[src/rtl/axi_pkg.sv]
// Shared AXI read-path definitions: state encoding, response codes, default widths.
`ifndef YSYX_23060251_AXI_ADDR
`define YSYX_23060251_AXI_ADDR 32
`endif
`ifndef YSYX_23060251_AXI_DATA
`define YSYX_23060251_AXI_DATA 32
`endif

package axi_pkg;

    localparam int AXI_ADDR_W = `YSYX_23060251_AXI_ADDR;
    localparam int AXI_DATA_W = `YSYX_23060251_AXI_DATA;

    localparam logic [1:0] AXI_RESP_OKAY   = 2'b00;
    localparam logic [1:0] AXI_RESP_SLVERR = 2'b10;
    localparam logic [1:0] AXI_RESP_DECERR = 2'b11;

    // One-hot read arbiter states
    typedef enum logic [2:0] {
        RD_IDLE = 3'b001,
        RD_ADDR = 3'b010,
        RD_DATA = 3'b100
    } rd_arb_state_t;

endpackage

[src/rtl/axi_rd_arbiter_rr_arb2.sv]
// Two-input round-robin picker. Remembers the last served requester and
// favours the other one when both request in the same cycle.
module rr_arb2 (
    input  logic       clk_i,
    input  logic       rst_i,
    input  logic [1:0] req_i,
    input  logic       upd_en_i,
    input  logic       upd_grant_i,
    output logic       pick_o
);

    logic last_grant_q;
    logic last_grant_d;

    // Capture the served requester when the owner's transaction completes
    always_comb begin
        last_grant_d = last_grant_q;
        if (upd_en_i) begin
            last_grant_d = upd_grant_i;
        end
    end

    // Reset to 1 so requester 0 wins the first tie
    always_ff @(posedge clk_i or posedge rst_i) begin
        if (rst_i) begin
            last_grant_q <= 1'b1;
        end else begin
            last_grant_q <= last_grant_d;
        end
    end

    // Lone requester wins outright; a tie goes to the one not served last
    always_comb begin
        pick_o = 1'b0;
        case (req_i)
            2'b01:   pick_o = 1'b0;
            2'b10:   pick_o = 1'b1;
            2'b11:   pick_o = ~last_grant_q;
            default: pick_o = 1'b0;
        endcase
    end

endmodule

[src/rtl/axi_rd_arbiter.sv]
// AXI4-Lite read-channel arbiter: shares one downstream AR/R port between the
// IFU (m0) and the LSU (m1), one outstanding transaction at a time.
module axi_rd_arbiter
    import axi_pkg::*;
#(
    parameter int ADDR_W = AXI_ADDR_W,
    parameter int DATA_W = AXI_DATA_W
) (
    input  logic              clk_i,
    input  logic              rst_i,

    input  logic              m0_ar_valid,
    output logic              m0_ar_ready,
    input  logic [ADDR_W-1:0] m0_ar_addr,
    output logic              m0_r_valid,
    input  logic              m0_r_ready,
    output logic [DATA_W-1:0] m0_r_data,
    output logic [1:0]        m0_r_resp,

    input  logic              m1_ar_valid,
    output logic              m1_ar_ready,
    input  logic [ADDR_W-1:0] m1_ar_addr,
    output logic              m1_r_valid,
    input  logic              m1_r_ready,
    output logic [DATA_W-1:0] m1_r_data,
    output logic [1:0]        m1_r_resp,

    output logic              s_ar_valid,
    input  logic              s_ar_ready,
    output logic [ADDR_W-1:0] s_ar_addr,
    input  logic              s_r_valid,
    output logic              s_r_ready,
    input  logic [DATA_W-1:0] s_r_data,
    input  logic [1:0]        s_r_resp,

    output logic              busy_o,
    output logic              grant_o
);

    rd_arb_state_t     state_q, state_d;
    logic              grant_q, grant_d;
    logic [ADDR_W-1:0] addr_q, addr_d;
    logic              pick;
    logic              upd_en;
    logic              r_ready_sel;

    rr_arb2 u_rr_arb2 (
        .clk_i       (clk_i),
        .rst_i       (rst_i),
        .req_i       ({m1_ar_valid, m0_ar_valid}),
        .upd_en_i    (upd_en),
        .upd_grant_i (grant_q),
        .pick_o      (pick)
    );

    // State, grant index and latched address; in-flight work is dropped on reset
    always_ff @(posedge clk_i or posedge rst_i) begin
        if (rst_i) begin
            state_q <= RD_IDLE;
            grant_q <= 1'b0;
            addr_q  <= '0;
        end else begin
            state_q <= state_d;
            grant_q <= grant_d;
            addr_q  <= addr_d;
        end
    end

    // Next state and channel routing; everything idles at 0 unless a state drives it
    always_comb begin
        state_d     = state_q;
        grant_d     = grant_q;
        addr_d      = addr_q;
        upd_en      = 1'b0;
        r_ready_sel = 1'b0;
        m0_ar_ready = 1'b0;
        m1_ar_ready = 1'b0;
        s_ar_valid  = 1'b0;
        s_r_ready   = 1'b0;
        m0_r_valid  = 1'b0;
        m0_r_data   = '0;
        m0_r_resp   = AXI_RESP_OKAY;
        m1_r_valid  = 1'b0;
        m1_r_data   = '0;
        m1_r_resp   = AXI_RESP_OKAY;

        unique case (state_q)
            RD_IDLE: begin
                // ar_ready is combinational from ar_valid but held low during reset
                if (!rst_i && (m0_ar_valid || m1_ar_valid)) begin
                    if (pick) begin
                        m1_ar_ready = 1'b1;
                        addr_d      = m1_ar_addr;
                    end else begin
                        m0_ar_ready = 1'b1;
                        addr_d      = m0_ar_addr;
                    end
                    grant_d = pick;
                    state_d = RD_ADDR;
                end
            end
            RD_ADDR: begin
                s_ar_valid = 1'b1;
                if (s_ar_ready) begin
                    state_d = RD_DATA;
                end
            end
            RD_DATA: begin
                if (grant_q) begin
                    m1_r_valid  = s_r_valid;
                    m1_r_data   = s_r_data;
                    m1_r_resp   = s_r_resp;
                    r_ready_sel = m1_r_ready;
                end else begin
                    m0_r_valid  = s_r_valid;
                    m0_r_data   = s_r_data;
                    m0_r_resp   = s_r_resp;
                    r_ready_sel = m0_r_ready;
                end
                s_r_ready = r_ready_sel;
                if (s_r_valid && r_ready_sel) begin
                    upd_en  = 1'b1;
                    state_d = RD_IDLE;
                end
            end
            default: begin
                state_d = RD_IDLE;
            end
        endcase
    end

    assign busy_o    = (state_q != RD_IDLE);
    assign grant_o   = grant_q;
    assign s_ar_addr = addr_q;

endmodule
[config.mk]
export PLATFORM = sky130hd
export DESIGN_NAME = axi_rd_arbiter
export DESIGN_NICKNAME = d
export VERILOG_FILES = /design/src/rtl/axi_pkg.sv /design/src/rtl/axi_rd_arbiter_rr_arb2.sv /design/src/rtl/axi_rd_arbiter.sv
export SDC_FILE = /design/constraint.sdc
export NUM_CORES = 1
export LEC_CHECK = 0
export ABC_AREA = 0
export BUFFER_PORTS_ARGS = -buffer_cell sky130_fd_sc_hd__clkbuf_2
export CAP_MARGIN = 15
export CORE_MARGIN = 3
export CORE_UTILIZATION = 33
export DETAILED_ROUTE_END_ITERATION = 8
export PLACE_DENSITY = 0.75
export REMOVE_ABC_BUFFERS = 1
export SLEW_MARGIN = 30
export SYNTH_ARGS = -nofsm -noshare
export SYNTH_HDL_FRONTEND = slang
export SYNTH_SLANG_ARGS = --single-unit
[constraint.sdc]
create_clock -name clk_i -period 2.7 [get_ports clk_i]
set_clock_uncertainty 0.2 [all_clocks]
set_input_delay 0.81 -clock clk_i [delete_from_list [all_inputs] [get_ports clk_i]]
set_output_delay 0.81 -clock clk_i [all_outputs]
set_load 0.02 [all_outputs]
==> results.py <==
metrics = {
    "outcome": {
        "status": "finished, violations left",
        "violations": "setup timing",
    },
    "routing": {
        "wl_per_cell_um": 19.1,
        "via_per_inst": 4.96,
        "dr.pass1.iters": 4,
        "drc": 0,
        "drt-initial-drc-count": 97,
        "vias": 2692,
        "ant_nets": 0,
        "finalWirelength_um": 10400,
    },
    "yosys": {
        "synth_area_leaders": "dfrtp_1 (37%), mux2_2 (32%), and2_1 (9.7%), and3_1 (9.2%), dfstp_2 (2.2%)",
        "ys_ff_latch": 37,
        "synth_top_cell_area_share": 0.367,
        "synth_top_cell_by_area": "dfrtp_1",
        "synthMuxAreaShare": 0.316,
        "synth_common_cells": "mux2_2 (67), and2_1 (37), and3_1 (35), dfrtp_1 (35), clkbuf_1 (9)",
        "synth-xor-area-share": 0,
        "synth_top_family_by_area": "multiplexers",
        "synth_cell_type_count": 26,
        "synth_edf_count": 0,
        "yosys.area_share.simple": 0.235,
        "synth_most_common_cell": "mux2_2",
        "synth_fa_ha_area_frac": 0,
        "synth_ff_type": "dfrtp_1",
        "synth.avg_cell_area_um2": 11.1,
        "synth-compound-area-share": 0.0178,
        "synthCells": 216,
        "async_reset_ff_frac": 1.00,
        "ys_seq_area_frac": 0.389,
        "syn_area_um2": 2390,
        "ys_warn_count": 0,
    },
    "place": {
        "place_hpwl_um": 7030,
        "dp_slack_ps": -22.9,
        "gp_congestion": 0.789,
        "io_buffers": 213,
        "placed_cell_area_um2": 3600,
    },
    "cells_and_area": {
        "syn2layout_area_growth_pct": 87.8,
        "finish.utilization": 0.649,
        "multi_input_area_um2": 1460,
        "seqCellArea_um2": 928,
        "stdcell_area_um2": 4480,
        "fillers": 558,
        "drive_gt1_frac": 0.796,
        "layout.nets": 550,
    },
    "timing": {
        "max_freq_ghz": 0.352,
        "slew_headroom": 0.731,
        "slew_violations": 0,
        "setup_viol": 32,
        "hold_viol": 0,
        "worst_slew_pin_slew_ps": 403,
        "worst_slack_ps": -141,
        "fin_crit_ps": 2840,
        "rsz0062_at_grt": "true",
        "period_share": 1.05,
    },
    "setup_path": {
        "required_ps": 1690,
        "cp-end-kind": "output pin",
        "crit_arrival_ps": 1830,
        "worstPathMaxFanout": 6,
        "worst-setup-path-type": "register to output pin",
        "critPathLaunchType": "register",
    },
    "global_routing": {
        "antenna_found_initial": 2,
        "grt_max_degree": 36,
        "grt_first_pass_wirelength_um": 13800,
        "gr-total-overflow": 0,
        "track_usage": 0.211,
        "grt_pass1_vias": 2627,
    },
    "floorplan": {
        "ios": 214,
        "die_y_um": 91.1,
        "coreArea_um2": 6910,
        "floorplan.initialDensity": 0.346,
        "fp-row-count": 30,
        "dieArea_um2": 8290,
        "die_x_um": 91.1,
    },
    "power_and_ir_drop": {
        "finalPower_mw": 2.91,
        "powerDensity_nw_per_um2": 649,
        "vdd.ir_drop.worst_mv": 0.546,
        "static-leakage-power_nw": 2.39,
    },
    "clock_network": {
        "clock_sinks": 37,
        "cts.clk_slew.worst_paths_ps": 80,
        "postCtsHoldBufs": 0,
        "cts_root_buf": "clkbuf_8",
        "cts_tree": "built",
        "cts_buffer_depth": 2,
        "insertion_delay_ps": 280,
        "h-tree-depth": 2,
        "cts_buffers": 5,
    },
    "min_path": {
        "hold_class": "input pin to asynchronous set/reset pin",
    },
    "job": {
        "maxCapViolations": 0,
    },
}
## critical path, cell delays in order, from the launching register on
cell and delay [ps]:
dfrtp_1 400, or3b_4 400, nor2_4 150, buf_12 150, buf_6 120, and2_1 150, clkbuf_8 160
## layer usage
metal | vias to the layer above | global-route usage | part of all wire
met5 | - | 0 | 0
met4 | 0 | 0.0917 | 0.040
met3 | 22 | 0.0638 | 0.092
met2 | 184 | 0.388 | 0.52
met1 | 1271 | 0.220 | 0.35
li1 | 1215 | - | -
## state kept, by name, summed over array words and instances, names as in the netlist
name and count:
u_rr_arb2.last_grant_q 1, grant_o 1, s_ar_addr 32, state_q 3
## logic make-up after synthesis
kind of cell           Yosys count
AO/OA/AOI/OAI                    6
buffers and inverters           19
flip-flops                      37
multiplexers                    67
AND/OR/NAND/NOR                 87
## area by class of cell
class | count | share of cell area
clock buffer | 6 | 0.0162
tap | 96 | 0.0268
inverter | 2 | 0.00167
multi-input combinational | 160 | 0.326
clock inverter | 2 | 0.00865
timing repair buffer | 238 | 0.413
sequential | 37 | 0.207
antenna | 2 | 0.00112
## path summary, 6_finish.rpt
path	to	start	slack (ps)	cells after the start
max	m0_r_data[17]	state_q[1]$_DFFE_PP0P_	-140	6
min	s_ar_addr[9]$_DFFE_PP0P_	rst_i	280	2
max reg2reg	s_ar_addr[1]$_DFFE_PP0P_	state_q[0]$_DFFE_PP1P_	400	7
min reg2reg	s_ar_addr[26]$_DFFE_PP0P_	s_ar_addr[26]$_DFFE_PP0P_	310	1
max in group asynchronous	s_ar_addr[26]$_DFFE_PP0P_	rst_i	1530	3
min in group clk_i	s_ar_addr[26]$_DFFE_PP0P_	s_ar_addr[26]$_DFFE_PP0P_	310	1
## layout by cell type (no fill, tap or decap), drive strengths merged
cell,instances
a211o,1
a21boi,1
a21oi,3
and2,37
and3,35
buf,78
bufinv,1
clkbuf,166
clkinv,1
dfrtp,35
dfstp,2
diode,2
inv,2
mux2,67
nand2,1
nand2b,2
nand3,2
nor2,4
nor2b,1
nor3,1
nor3b,1
nor4,1
o31ai,1
or2,1
or3b,1
## through the flow
step	hold WS, ps	instances	TNS (ps)
finish	285	543	-2880
detailed placement	295	518	-42.2
floorplan	312	199	-9280
CTS	286	529	-3060
global route	303	543	-5860
global placement	290	518	-38.0
## report_power, final
group / switching (mW) / internal, mW / leakage (nW) / total (mW)
Combinational: 0.789 / 0.640 / 1.90 / 1.43
Clock: 0.205 / 0.277 / 0.0554 / 0.482
Sequential: 0.170 / 0.828 / 0.435 / 0.998
Total: 1.16 / 1.75 / 2.39 / 2.91
## repair_timing
item                       CTS  global route
setup buffers                2             5
gates resized for setup     76           125
setup endpoints to repair   72            72
pin swaps                    2            23
gates cloned                 1             8
(Power assumes the default switching activity.)
